[config.mk]
export PLATFORM = sky130hd
export DESIGN_NAME = cache_miss_fsm
export DESIGN_NICKNAME = d
export VERILOG_FILES = /design/src/rtl/cache_ctrl_pkg.sv /design/src/rtl/beat_counter.sv /design/src/rtl/cache_miss_fsm.sv
export SDC_FILE = /design/constraint.sdc
export NUM_CORES = 1
export LEC_CHECK = 0
export CORE_MARGIN = 8
export CORE_UTILIZATION = 42
export CTS_BUF_LIST = sky130_fd_sc_hd__clkbuf_8
export CTS_CLUSTER_DIAMETER = 60
export DETAILED_ROUTE_END_ITERATION = 16
export PLACE_DENSITY = 0.83
export SYNTH_ARGS = -nofsm -noshare
export SYNTH_HDL_FRONTEND = slang
export SYNTH_SLANG_ARGS = --single-unit
export TNS_END_PERCENT = 20
[constraint.sdc]
create_clock -name clk -period 2.1 [get_ports clk]
set_clock_uncertainty 0.1 [all_clocks]
set_input_delay 0.21 -clock clk [delete_from_list [all_inputs] [get_ports clk]]
set_output_delay 0.21 -clock clk [all_outputs]
set_load 0.02 [all_outputs]
[src/rtl/cache_ctrl_pkg.sv]
// Shared types and set-array mode encodings for the cache miss controller.
package cache_ctrl_pkg;

    typedef enum logic [2:0] {
        IDLE   = 3'd0,
        LOOKUP = 3'd1,
        VICTIM = 3'd2,
        WBACK  = 3'd3,
        FILL   = 3'd4,
        REPLAY = 3'd5,
        RESP   = 3'd6
    } state_t;

    localparam logic [1:0] MODE_READ  = 2'b10;
    localparam logic [1:0] MODE_WRITE = 2'b11;
    localparam logic [1:0] MODE_REQ   = 2'b00;
    localparam logic [1:0] MODE_ALLOC = 2'b01;

    // Byte address of word 'beat' within the line whose base address is line_base.
    function automatic logic [31:0] beat_addr(input logic [31:0] line_base,
                                              input logic [31:0] beat);
        return line_base + (beat << 2);
    endfunction

endpackage

[src/rtl/beat_counter.sv]
// Word-beat counter for line writeback/fill; wraps to zero after the last word.
module beat_counter #(
    parameter int WIDTH = 2,
    parameter int WORDS = 4
) (
    input  logic             clk,
    input  logic             reset,
    input  logic             clear,
    input  logic             inc,
    output logic [WIDTH-1:0] beat,
    output logic             last
);

    localparam logic [WIDTH-1:0] LAST_BEAT = WIDTH'(WORDS - 1);

    logic [WIDTH-1:0] beat_q;
    logic [WIDTH-1:0] beat_d;

    always_comb begin
        beat_d = beat_q;
        if (clear) begin
            beat_d = '0;
        end else if (inc) begin
            // Explicit wrap keeps a single-word line (WORDS == 1) parked at zero.
            beat_d = last ? '0 : beat_q + WIDTH'(1);
        end
    end

    always_ff @(posedge clk or negedge reset) begin
        if (!reset) begin
            beat_q <= '0;
        end else begin
            beat_q <= beat_d;
        end
    end

    assign beat = beat_q;
    assign last = (beat_q == LAST_BEAT);

endmodule

[src/rtl/cache_miss_fsm.sv]
// Sequences one CPU load/store through the set array: lookup, optional dirty
// writeback, line fill from memory, and replay of the original access.
module cache_miss_fsm
    import cache_ctrl_pkg::*;
#(
    parameter int TAG_WIDTH  = 24,
    parameter int SET_WIDTH  = 4,
    parameter int LINE_WIDTH = 4
) (
    input  logic                 clk,
    input  logic                 reset,

    input  logic                 req_valid,
    output logic                 req_ready,
    input  logic                 req_write,
    input  logic [31:0]          req_addr,
    input  logic [31:0]          req_wdata,
    output logic                 resp_valid,
    output logic [31:0]          resp_rdata,

    output logic                 set_en,
    output logic                 set_tick_en,
    output logic [1:0]           set_mode,
    output logic [31:0]          set_addr,
    output logic [31:0]          set_data,
    input  logic                 set_hit,
    input  logic [31:0]          set_out,
    input  logic                 set_dirty,
    input  logic [TAG_WIDTH-1:0] set_tag,

    output logic                 mem_valid,
    output logic                 mem_write,
    output logic [31:0]          mem_addr,
    output logic [31:0]          mem_wdata,
    input  logic                 mem_ready,
    input  logic [31:0]          mem_rdata
);

    localparam int          WORDS     = 1 << (LINE_WIDTH - 2);
    localparam int          BEAT_W    = (LINE_WIDTH > 2) ? (LINE_WIDTH - 2) : 1;
    localparam logic [31:0] ADDR_MASK = 32'hFFFF_FFFC;

    state_t                 state_q, state_d;
    logic [31:0]            addr_q, addr_d;
    logic                   write_q, write_d;
    logic [31:0]            wdata_q, wdata_d;
    logic [31:0]            rdata_q, rdata_d;
    logic [TAG_WIDTH-1:0]   vtag_q, vtag_d;

    logic                   beat_clear;
    logic                   beat_inc;
    logic [BEAT_W-1:0]      beat;
    logic                   beat_last;

    logic [31:0]            req_line;
    logic [31:0]            victim_line;
    logic [31:0]            fill_addr;
    logic [31:0]            wb_addr;

    beat_counter #(
        .WIDTH (BEAT_W),
        .WORDS (WORDS)
    ) u_beat (
        .clk   (clk),
        .reset (reset),
        .clear (beat_clear),
        .inc   (beat_inc),
        .beat  (beat),
        .last  (beat_last)
    );

    // The victim line shares the request's set index but carries the victim's tag.
    assign req_line    = {addr_q[31:LINE_WIDTH], {LINE_WIDTH{1'b0}}};
    assign victim_line = {vtag_q, addr_q[LINE_WIDTH +: SET_WIDTH], {LINE_WIDTH{1'b0}}};
    assign fill_addr   = beat_addr(req_line, 32'(beat));
    assign wb_addr     = beat_addr(victim_line, 32'(beat));

    always_ff @(posedge clk or negedge reset) begin
        if (!reset) begin
            state_q <= IDLE;
            addr_q  <= '0;
            write_q <= 1'b0;
            wdata_q <= '0;
            rdata_q <= '0;
            vtag_q  <= '0;
        end else begin
            state_q <= state_d;
            addr_q  <= addr_d;
            write_q <= write_d;
            wdata_q <= wdata_d;
            rdata_q <= rdata_d;
            vtag_q  <= vtag_d;
        end
    end

    always_comb begin
        state_d    = state_q;
        addr_d     = addr_q;
        write_d    = write_q;
        wdata_d    = wdata_q;
        rdata_d    = rdata_q;
        vtag_d     = vtag_q;
        beat_clear = 1'b0;
        beat_inc   = 1'b0;
        case (state_q)
            IDLE: begin
                if (req_valid) begin
                    addr_d  = req_addr & ADDR_MASK;
                    write_d = req_write;
                    wdata_d = req_wdata;
                    state_d = LOOKUP;
                end
            end
            LOOKUP, REPLAY: begin
                if (set_hit) begin
                    rdata_d = write_q ? 32'h0 : set_out;
                    state_d = RESP;
                end else begin
                    state_d = VICTIM;
                end
            end
            VICTIM: begin
                vtag_d     = set_tag;
                beat_clear = 1'b1;
                state_d    = set_dirty ? WBACK : FILL;
            end
            WBACK: begin
                if (mem_ready) begin
                    beat_inc = 1'b1;
                    if (beat_last) begin
                        state_d = FILL;
                    end
                end
            end
            FILL: begin
                if (mem_ready) begin
                    beat_inc = 1'b1;
                    if (beat_last) begin
                        state_d = REPLAY;
                    end
                end
            end
            RESP: begin
                state_d = IDLE;
            end
            default: begin
                state_d = IDLE;
            end
        endcase
    end

    always_comb begin
        req_ready   = 1'b0;
        resp_valid  = 1'b0;
        resp_rdata  = '0;
        set_en      = 1'b0;
        set_tick_en = 1'b0;
        set_mode    = MODE_READ;
        set_addr    = '0;
        set_data    = '0;
        mem_valid   = 1'b0;
        mem_write   = 1'b0;
        mem_addr    = '0;
        mem_wdata   = '0;
        case (state_q)
            IDLE: begin
                // Held low while reset is asserted so nothing is offered mid-reset.
                req_ready = reset;
            end
            LOOKUP, REPLAY: begin
                set_mode    = write_q ? MODE_WRITE : MODE_READ;
                set_tick_en = 1'b1;
                set_addr    = addr_q;
                set_data    = write_q ? wdata_q : 32'h0;
                set_en      = set_hit;
            end
            VICTIM: begin
                set_mode = MODE_REQ;
                set_addr = addr_q;
            end
            WBACK: begin
                set_mode  = MODE_REQ;
                set_addr  = wb_addr;
                mem_valid = 1'b1;
                mem_write = 1'b1;
                mem_addr  = wb_addr;
                mem_wdata = set_out;
            end
            FILL: begin
                mem_valid = 1'b1;
                mem_addr  = fill_addr;
                set_addr  = fill_addr;
                set_mode  = mem_ready ? MODE_ALLOC : MODE_REQ;
                set_en    = mem_ready;
                set_data  = mem_ready ? mem_rdata : 32'h0;
            end
            RESP: begin
                resp_valid = 1'b1;
                resp_rdata = rdata_q;
            end
            default: begin
            end
        endcase
    end

endmodule

---- Word level (Yosys, flattened, before mapping) ----
Index checks and enable logic that the tools add are counted.
operators by class
  reduce and logical (&&, ||, !) cells .... 9
  muxes and demuxes ....................... 31
  equality and inequality tests ........... 12
  add/subtract/negate cells ............... 3
operator list
  kind                   count
  $mux W32               5
  $pmux W32 S2           2
  $pmux W32 S3           1
  $add A32 B4 Y32        2
  $mux W3                7
  $pmux W3 S5            1
  $mux W1                10
  $eq A3 B3 Y1 const B   3
  $eq A3 B2 Y1 const B   2
  $mux W2                3
  $ne A2 B2 Y1 const B   3
  $pmux W2 S3            1
  $reduce_or A2 Y1       3
  $reduce_and A5 Y1      1
  $ne A2 B1 Y1 const B   2
  $reduce_and A2 Y1      2
  $eq A3 B1 Y1 const B   1
  $logic_not A3 Y1       1
  $reduce_or A3 Y1       1
  $add A2 B1 Y2 const B  1
  $eq A2 B2 Y1 const B   1
  $pmux W1 S2            1
  $reduce_bool A2 Y1     1
word-level totals
  logic and storage cells ................. 62
  register bits after elaboration ......... 124
  output and inout bits ................... 168
  input port bits ......................... 159

---- Longest topological paths before layout ----
Gate-level depths: netlist (run 1).
  depth in word-level cells ............... 5
  depth in mapped cells ................... 6
  depth with buffers taken out ............ 4

---- Hierarchy ----
A second synthesis (run 1) with hierarchy kept.
unflattened totals
  cells, all modules ...................... 610
  area, all modules ....................... 6,643.9 um2
modules (own cells, without submodules)
  module          instances  cells an instance  area an instance (um2)  seq. area each (um2)
  cache_miss_fsm  1          602                6,543.8                 3,052.9
  beat_counter    1          8                  100.1                   50.0

---- Worst setup path after synthesis (run 1) ----
No wires, ideal clock.
  path type ............................... register to output
  start point ............................. register state_q[0]
  end point ............................... output set_data[0]
  setup slack ............................. 298 ps
  data arrival time ....................... 1,492 ps
  cell stages (with the launch flop) ...... 7
  cell sequence ........................... dfrtp_1 buf_2 and2b_1 and2_1 clkbuf_1 buf_2 a22o_1
between the ends
  cells in the longest elaborated chain, start to end .. 3
RTL lines
  element                                              RTL line               RTL
  start: declaration                                   cache_miss_fsm.sv:43   state_t state_q, state_d;
  start signal: assignment                             cache_miss_fsm.sv:87   state_q <= state_d;
  $eq A3 B1 Y1 / $eq A3 B3 Y1 (equally long branches)  cache_miss_fsm.sv:165  case (state_q)
  $reduce_or A2 Y1                                     cache_miss_fsm.sv:165
  $pmux W32 S2 (*)                                     cache_miss_fsm.sv:165
  end: declaration                                     cache_miss_fsm.sv:25   output logic [31:0] set_data,
Every way passes the cells marked *; elsewhere a longest branch is shown, timed or not.

---- Worst setup path after layout (run 1) ----
  start point ............................. register state_q[1]
  end point ............................... output set_mode[0]
between the ends
  cells in the longest elaborated chain, start to end .. 3
RTL lines
  element                               RTL line               RTL
  $eq A3 B2 Y1 (tied with other cells)  cache_miss_fsm.sv:165
  $reduce_or A2 Y1 (on tied branches)   n/a
  $pmux W2 S3 (*)                       cache_miss_fsm.sv:165
  end: declaration                      cache_miss_fsm.sv:23   output logic [1:0] set_mode,
Marks and branches as above.

==> summary.txt, run 1 <==
Worst setup path
  – Cell family with most CP delay: simple AND/OR/NAND/NOR gates
  – Worst setup path endpoint: set_mode[0]
  – Crit path cell chain: and2b_2 > and2_4 > buf_12 > or2_2 > buf_6
  – Stages on the worst setup path: 5
  – Largest stage delay, worst path: 450 ps
  – Worst Reg-to-Reg Cells: 4
  – CP max FO: 9
  – R2R Path Start: state_q[1]
  – Worst setup EP type: primary output
  – Slowest stage cell, crit path: dfrtp_2
  – R2r setup slk: 120 ps
  – Worst r2r dst: addr_q[2]
  – Setup CP Type: flop to primary output
  – Crit start category: flop
  – WP data required: 1790 ps
  – Crit path DAT: 1920 ps
  – CP startpoint: state_q[1]
  – Bufs and invs on worst path: 2

Run
  – Max-cap violations: 0

Route
  – Routed WL per cell: 20.3 um
  – Initial DRT Pass Iterations: 4
  – DRT iter0 DRCs: 264
  – Final wirelength: 24.2 mm
  – Number of remaining DRC errors: 0
  – Drt via density: 5.20
  – Post-DRT Antenna Nets: 0
  – Vias after detailed routing: 6204

Layout
  – Number of nets in the layout: 1123
  – Area growth from synthesis to layout: 57.8%
  – Post-route cell area: 10600 um^2
  – Fin cells: 1192
  – Share of cells above drive strength 1: 0.311

Clock tree
  – Clock tree buffer depth: 2
  – CTS clock-pin slew for the worst setup and hold paths: 70 ps
  – CTS Sinks: 124
  – TritonCTS clock tree: done
  – CTS buffer count: 17
  – CTS root buf: clkbuf_8
  – Latest clock arrival within the worst-skew pair: 430 ps
  – H-tree Lvls: 4

Synth
  – Top-area cell type share of the netlist area: 0.461
  – Sequential area share after synthesis: 0.461
  – Syn Area/Cell: 10.8 um^2
  – Mapped Area: 6730 um^2
  – Synth warn: 0
  – Asr flop ratio synth: 1.00
  – Distinct cells, synth: 42
  – Largest area contributor in the netlist: dfrtp_1
  – Yosys reg bits: 124
  – Top_reg_cell synth: dfrtp_1
  – Synth area leaders: dfrtp_1 (46%), mux2_1 (10%), a22o_1 (7.3%)
  – Post-Synthesis Cells: 624
  – Post-synth EDFFs: 0

GRT
  – Global-route usage over all layers: 0.230
  – First-pass GRT wire length: 36.0 mm
  – Grt ovf: 0
  – Initial antenna violation count: 1
  – Vias in the first global route: 6426
  – Largest net degree at the start of global routing: 125

Outcome
  – Outcome: finished with violations
  – Failing checks: setup timing

Pwr
  – Leakage power: 4.91 nW
  – P per Cell Area: 1440 nW/um^2
  – Peak supply drop: 1.03 mV

STA
  – Pins Over Slew Limit: 0
  – Slew margin rel.: 0.549
  – Actual slew at the worst max-slew pin: 677 ps
  – Finish-stage setup viols: 79
  – TNS Setup: -5390 ps
  – Final period utilization: 1.06
  – Min Tclk post-route: 2230 ps
  – RSZ-0062 raised after global routing: yes
  – Final Hold Viols: 0
  – Setup WS post-layout: -129 ps
  – Peak Freq: 449 MHz

Die
  – Row count: 46
  – Initial Util: 0.427
  – Die ar.: 20300 um^2
  – Core area: 15800 um^2
  – Die Wd: 143 um
  – Die H: 143 um
  – Ports: 327

Placement
  – Detailed placement HPWL: 17.0 mm
  – Placed Instances: 1140
  – PortBufs: 320
  – Gp weighted congestion: 0.868
  – Placed cell area: 10300 um^2

Min path
  – Hold crit path type: input port to flop
  – WHS Path Cells: 3
-- power breakdown --
| part | internal (mW) | switching (mW) | total (mW) |
|---|---|---|---|
| registers | 3.63 | 0.910 | 4.54 |
| logic | 4.27 | 4.47 | 8.74 |
| clock network | 1.08 | 0.916 | 2.00 |
-- Yosys cell counts, types with 3 or more instances --
cell        n
buf_4      12
mux2i_1    26
mux2_2     27
dfrtp_1   124
nor2b_1     9
nor2_1      3
buf_6       6
nand2b_1   34
buf_2      19
a21oi_1     5
or2_2       3
o21ai_0    35
mux2_1     60
o22ai_1    26
nand2_1    60
and2_1     71
clkbuf_1   21
a22o_1     56
-- cell type report --
cell class                 instances  area, um^2
tap                              216         270
inverter                           2        7.51
timing repair buffer             377        3470
antenna                            1        2.50
sequential                       124        3110
clock inverter                    12         108
multi-input combinational        441        3390
clock buffer                      19         262
fill                            1274        5150
-- logic make-up (layout without fill, tap and decap cells) --
| kind of cell | count (synthesis) | after routing | synth area share |
|---|---|---|---|
| simple gates | 191 | 191 | 0.162 |
| mux | 113 | 113 | 0.184 |
| flops | 124 | 124 | 0.461 |
| compound gates | 132 | 132 | 0.139 |
| buf+inv | 62 | 410 | 0.0521 |
| fa+ha+maj | 1 | 1 | 0.00186 |
| other cells | 1 | 5 | 0.000557 |
-- flip-flops by register name, summed over array words and instances, names as in the netlist --
name / flops
rdata_q: 32
vtag_q: 24
wdata_q: 32
state_q: 3
addr_q: 30
write_q: 1
u_beat.beat: 2
-- worst min path at each step --
stage	slack [ps]	to	from
finish	260	rdata_q[25]	set_out[25]
global route	250	wdata_q[9]	req_wdata[9]
CTS	230	rdata_q[25]	set_out[25]
detailed placement	320	wdata_q[25]	reset
global placement	320	write_q	reset
floorplan	-190	addr_q[10]	reset
-- layer usage --
| metal | routed length (um) | share of wire | vias up | GRT usage |
|---|---|---|---|---|
| met4 | 850 | 0.035 | 0 | 0.0968 |
| met2 | 11800 | 0.49 | 276 | 0.388 |
| met5 | 0 | 0 | - | 0 |
| met3 | 2090 | 0.087 | 58 | 0.0745 |
| met1 | 9420 | 0.39 | 2995 | 0.263 |
| li1 | - | - | 2875 | - |
-- through the flow --
step | utilization | power, mW | hold slack [ps] | setup WS, ps
after floorplan | - | 9.33 | -186 | 298
after global placement | 0.652 | 12.9 | 317 | -150
after detailed placement | 0.652 | 13.1 | 320 | -207
after CTS | 0.654 | 14.8 | 230 | -211
after global routing | 0.674 | 16.2 | 254 | -203
final | 0.674 | 15.3 | 260 | -129
-- worst register-to-register path, cell delays in order (launching register included) --
cell and delay [ps]:
dfrtp_2 470, buf_4 170, nor4b_4 410, buf_4 350, mux2_1 370
-- placed cells by master, fill, tap and decap left out, types with 26 or more instances in the layout --
master	n
a22o_1	53
and2_1	67
buf_2	72
buf_4	71
buf_6	48
clkdlybuf4s50_1	155
dfrtp_1	121
mux2_1	60
mux2_2	27
mux2i_1	26
nand2_1	60
nand2b_1	33
o21ai_0	35
-- repair_timing --
| action | 4_1_cts | 5_1_grt |
|---|---|---|
| buffers inserted | 7 | 6 |
| hold endpoints to repair | 124 | 0 |
| endpoints found under the setup margin | 164 | 152 |
| pin swaps | 7 | 16 |
| hold buffers | 1 | 0 |
| gates resized for setup | 660 | 139 |
| gates cloned | 4 | 2 |
Note: power is estimated with default switching activity, not from simulation.
==> run 2: changes to the inputs <==
Settings changed: CELL_PAD_IN_SITES_DETAIL_PLACEMENT set to 1, CELL_PAD_IN_SITES_GLOBAL_PLACEMENT set to 1, CORE_MARGIN 8 to 2, CORE_UTILIZATION 42 to 31, GPL_TIMING_DRIVEN set to 0, PLACE_DENSITY 0.83 to not set, PLACE_DENSITY_LB_ADDON set to 0.1.
==> run 2 against run 1 <==
The run ends with hold timing, setup timing left. Via count is 0.74% higher. Maximum frequency is 0.73% higher. Sequential share of layout area is 2.3 points lower. Hold slack worse by 410 ps. First-iteration DRC count is 47% lower. Register-to-register slack better by 20 ps.
==> summary.txt, run 2 (same netlist as run 1, synthesis figures left out) <==
Layout
  – Commonest non-fill, non-tap cell in the layout: clkdlybuf4s50_1
  – Area growth from synthesis to layout: 71.1%
  – Fill cell count: 2253
  – Post-route cell area: 11500 um^2
  – Number of nets in the layout: 1152
  – Fin cells: 1279
  – Share of cells above drive strength 1: 0.353
  – Commonest cells after routing, fill and taps aside: clkdlybuf4s50_1 (155), buf_6 (126), dfrtp_1 (124)
  – Regs by FF count: rdata_q (32), wdata_q (32), addr_q (30)

Min path
  – Hold crit path type: input port to async pin

STA
  – Finish-stage setup viols: 119
  – Pins Over Slew Limit: 0
  – Final Hold Viols: 91
  – Setup WS post-layout: -113 ps
  – Final period utilization: 1.05
  – RSZ-0062 raised after global routing: yes
  – Peak Freq: 452 MHz
  – Min Tclk post-route: 2210 ps
  – Hold_ws: -155 ps

Worst setup path
  – Worst r2r dst: addr_q[13]
  – Setup CP Type: flop to primary output
  – Worst setup EP type: primary output
  – Crit path cell chain: buf_6 > buf_12 > nor3b_4 > buf_6 > buf_6 > a22o_1 > buf_6
  – Largest stage delay, worst path: 370 ps
  – R2R Path Start: state_q[1]
  – Crit path DAT: 1900 ps
  – R2r setup slk: 140 ps
  – CP max FO: 10
  – WP data required: 1790 ps
  – Slowest stage cell, crit path: dfrtp_1
  – Crit start category: flop
  – Worst Reg-to-Reg Cells: 6
  – Crit-path most repeated cell: buf_6

Clock tree
  – CTS root buf: clkbuf_8
  – Latest clock arrival within the worst-skew pair: 430 ps
  – Cts hold-fix bufs: 5
  – CTS clock-pin slew for the worst setup and hold paths: 80 ps
  – Clock tree buffer depth: 2
  – TritonCTS clock tree: done
  – H-tree Lvls: 4
  – CTS buffer count: 17
  – CTS Sinks: 124

Placement
  – Gp weighted congestion: 0.786
  – PortBufs: 319
  – Placed cell area: 10300 um^2
  – Placed Instances: 1222
  – Detailed placement HPWL: 17.8 mm

Die
  – Die ar.: 22900 um^2
  – Die Wd: 151 um
  – Row count: 53
  – Initial Util: 0.318
  – Core area: 21200 um^2
  – Die H: 151 um
  – Ports: 327

Route
  – Drt via density: 4.89
  – DRT iter0 DRCs: 141
  – Final wirelength: 24.9 mm
  – Routed WL per cell: 19.5 um
  – Vias after detailed routing: 6250
  – Post-DRT Antenna Nets: 0
  – Number of remaining DRC errors: 0
  – Initial DRT Pass Iterations: 4

Pwr
  – Clk pwr share: 0.139
  – Combinational share of power: 0.584
  – Switching share of power: 0.404
  – Net switching power: 6.58 mW
  – Reg power frac: 0.276
  – P per Cell Area: 1410 nW/um^2
  – Leakage power: 5.16 nW
  – Peak supply drop: 0.802 mV
  – Int Pwr: 9.71 mW

Outcome
  – Outcome: finished with violations
  – Failing checks: hold timing, setup timing

Run
  – Max-cap violations: 0

GRT
  – Global-route usage over all layers: 0.214
  – Vias in the first global route: 6595
  – Largest net degree at the start of global routing: 93
  – First-pass GRT wire length: 37.1 mm
  – Grt ovf: 0
  – Initial antenna violation count: 1
==> run 2: how the worst max path moves through the flow <==
stage / start / to / slack (ps)
detailed placement: state_q[2] / mem_addr[30] / -630
global route: state_q[1] / mem_addr[27] / -190
floorplan: state_q[0] / set_data[0] / 300
global placement: reset / rdata_q[17] / -4660
finish: state_q[0] / mem_addr[26] / -110
CTS: state_q[0] / mem_addr[30] / -160
==> run 2: what timing repair did <==
item                                    CTS  global route
endpoints found under the setup margin  164           162
cloned                                    4             1
resized for setup                       943           107
endpoints found under the hold margin    82            91
setup buffers                            18             2
pin swaps                                53            15
==> run 2: through the flow <==
| step | setup slack (ps) | power (mW) | TNS, ps | util |
|---|---|---|---|---|
| 2_1_floorplan | 298 | 9.33 | 0 | - |
| 3_3_place_gp | -4660 | 12.8 | -643560 | 0.486 |
| 3_5_place_dp | -630 | 13.0 | -63470 | 0.487 |
| 4_1_cts | -155 | 16.1 | -9990 | 0.531 |
| 5_1_grt | -192 | 17.3 | -18110 | 0.544 |
| 6_report | -113 | 16.3 | -7140 | 0.544 |
==> run 2: worst max-delay path: cells and delay by family, from the launching register on <==
family          cells  cell delay [ps]
buf+inv             5              730
simple gates        1              190
compound gates      1              170
flops               1              370
==> run 2: cell type report <==
| cell class | count | area (um^2) | area share |
|---|---|---|---|
| Antenna cell | 2 | 5.00 | 0.000435 |
| Buffer | 57 | 651 | 0.0565 |
| Clock buffer | 22 | 303 | 0.0263 |
| Clock inverter | 7 | 113 | 0.00978 |
| Inverter | 2 | 7.51 | 0.000652 |
| Multi-Input combinational cell | 441 | 3520 | 0.306 |
| Sequential cell | 124 | 3100 | 0.270 |
| Tap cell | 275 | 344 | 0.0299 |
| Timing Repair Buffer | 349 | 3470 | 0.301 |
==> run 2: power by group through the flow <==
| stage | clock network [mW] | logic (mW) | registers [mW] |
|---|---|---|---|
| floorplan | 0 | 5.12 | 4.21 |
| global placement | 0 | 8.40 | 4.45 |
| detailed placement | 0 | 8.51 | 4.51 |
| CTS | 2.34 | 9.25 | 4.49 |
| global route | 2.43 | 10.2 | 4.69 |
| finish | 2.27 | 9.51 | 4.50 |
==> run 2: metal layers <==
metal,GRT usage,up-vias,part of all wire
li1,-,2930,-
met1,0.257,3099,0.40
met2,0.377,205,0.52
met3,0.0563,16,0.067
met4,0.0589,0,0.011
met5,0,-,0
==> patch: new RTL, config.mk and constraints of run 1 <==
Take the reset off `addr_q`, `wdata_q`, `rdata_q` and `vtag_q` and load them in a clocked block of their own.
--- a/src/rtl/cache_miss_fsm.sv
+++ b/src/rtl/cache_miss_fsm.sv
@@ -80,15 +80,14 @@
             state_q <= IDLE;
-            addr_q  <= '0;
             write_q <= 1'b0;
-            wdata_q <= '0;
-            rdata_q <= '0;
-            vtag_q  <= '0;
         end else begin
             state_q <= state_d;
-            addr_q  <= addr_d;
             write_q <= write_d;
-            wdata_q <= wdata_d;
-            rdata_q <= rdata_d;
-            vtag_q  <= vtag_d;
         end
+    end
+
+    always_ff @(posedge clk) begin
+        addr_q  <= addr_d;
+        wdata_q <= wdata_d;
+        rdata_q <= rdata_d;
+        vtag_q  <= vtag_d;
     end
Behaviour: same outputs for any inputs over 4 cycles, from zero or initial values and one cycle with reset low; that may be too few to reach the edited logic, so the function may still have changed.
==> patch against run 1 <==
- the flow still finishes with violations (negative setup slack)
- synthesized area down 11%
- core utilization up 6.4 points
- synthesized cell count down 26%
- routed wire length down 6.7%
- clock power up 3%
- setup slack worse by 40 ps
- sequential cell count unchanged
- design area down 3.2%
- power down 14%
- critical path type unchanged
- critical endpoint is now set_data[17]
==> patch: results <==
group,metric,value,unit
run_status,status,"complete, but fails checks",
run_status,violations,"negative setup slack",
timing,setup_violations,120,
clocking,clkLatencyLatePin,450,ps
route,viasPerCell,5.43,
placement,placed_area,9490,um^2
placement,gp_congestion,0.809,
grt,first_global_vias,5486,
route,avgRoutedWirePerCell,22.4,um
synth,synthMuxAreaShare,4.52,%
timing,setup_ws,-168,ps
power_and_ir_drop,power_leakage,4.29,nW
grt,antenna_found_initial,0,
timing,hold_slack,203,ps
power_and_ir_drop,ir_worst_vdd,798,uV
synth,seq_area_frac_synth,61.4,%
synth,synth_adder_area_share,0.208,%
route,wl_met1,8160,um
route,drtIter0Drc,289,
final_layout,diodes,0,
grt,track_usage,22.1,%
synth,yosysTopAreaCellShare,59.0,%
critical_path,critPathMaxFanout,6,
final_layout,layout-drive-gt1-share,33.7,%
route,wl_met2,11600,um
grt,grt_use_met1,24.4,%
route,dr_wl_met3,2210,um
grt,grt_use_met2,38.1,%
synth,ys_async_sr_fraction,4.84,%
synth,synth_edf_count,118,
critical_path,slowest_stage,"dfrtp_2",
synth,synth_compound_area_share,12.6,%
critical_path,critPathArrivalTime,1960,ps
critical_path,slowest_delay,470,ps
clocking,post-cts-setup-buffers,6,
critical_path,cp_top_family,"flip-flops",
floorplan,dieArea,18400,um^2
grt,grtUsageMet3,7.64,%
clocking,cts_resized,691,
grt,grt_pass1_wl,31000,um
final_layout,layout.nets,972,
synth,yosys-top-cells-area,"edfxtp_1 59%, a22o_1 8.3%, mux2i_1 4.3%, and2_1 4.3%, nor2b_1 4.2%",
placement,hpwl,15400,um
synth,synth_commonest_cells,"118 x edfxtp_1, 57 x a22o_1, 41 x and2_1",
grt,grt_start_max_net_pins,36,
clocking,cts_hold_buf,1,
synth,synth_cell_types,40,
[patch: cell types whose count changed in the layout (fill, tap and decap cells not counted), moves of 32 or more]
| cell | run 1 | this run |
|---|---|---|
| buf_6 | 48 | 96 |
| edfxtp_1 | 0 | 118 |
| dfrtp_1 | 121 | 3 |
| mux2_1 | 60 | 0 |
| and2_1 | 67 | 30 |
| buf_2 | 72 | 32 |
| o21ai_0 | 35 | 2 |
| nand2_1 | 60 | 28 |
[patch: cells by family after synthesis]
family / after synthesis
buf+inv: 51
mux: 27
other cells: 1
flops: 124
simple gates: 160
fa+ha+maj: 1
compound gates: 98
[patch: final timing paths]
kind,cells after the start,from,to
worst min register to register,2,u_beat.beat[0]$_DFFE_PN0P_,u_beat.beat[0]$_DFFE_PN0P_
worst max-delay path,6,state_q[0]$_DFFE_PN0P_,set_data[17]
worst min-delay path,1,req_wdata[5],wdata_q[5]$_DFFE_PP_
max in group asynchronous,3,reset,state_q[2]$_DFFE_PN0P_
worst max register to register,6,state_q[0]$_DFFE_PN0P_,wdata_q[20]$_DFFE_PP_
min in group asynchronous,3,reset,u_beat.beat[1]$_DFFE_PN0P_
[patch: stage by stage]
stage,TNS [ps],setup WS [ps],utilization [%],cells
detailed placement,-5930,-166,68.1,944
floorplan,-3320,-56.5,-,465
finish,-9510,-168,73.8,1005
CTS,-6050,-172,68.0,986
global placement,-2530,-99.5,68.1,944
global route,-19840,-232,73.8,1005
[patch: cell type report]
type                            count  area, um^2
Clock buffer                       17         234
Clock inverter                     15         140
Fill cell                         935        3650
Inverter                            2        11.3
Multi-Input combinational cell    290        2130
Sequential cell                   124        3700
Tap cell                          180         225
Timing Repair Buffer              377        3840
[patch: power breakdown]
group          internal (mW)  total, mW  switching, mW
Sequential              3.42       3.72          0.297
Clock                   1.13       2.06          0.930
Combinational           3.44       7.34           3.89
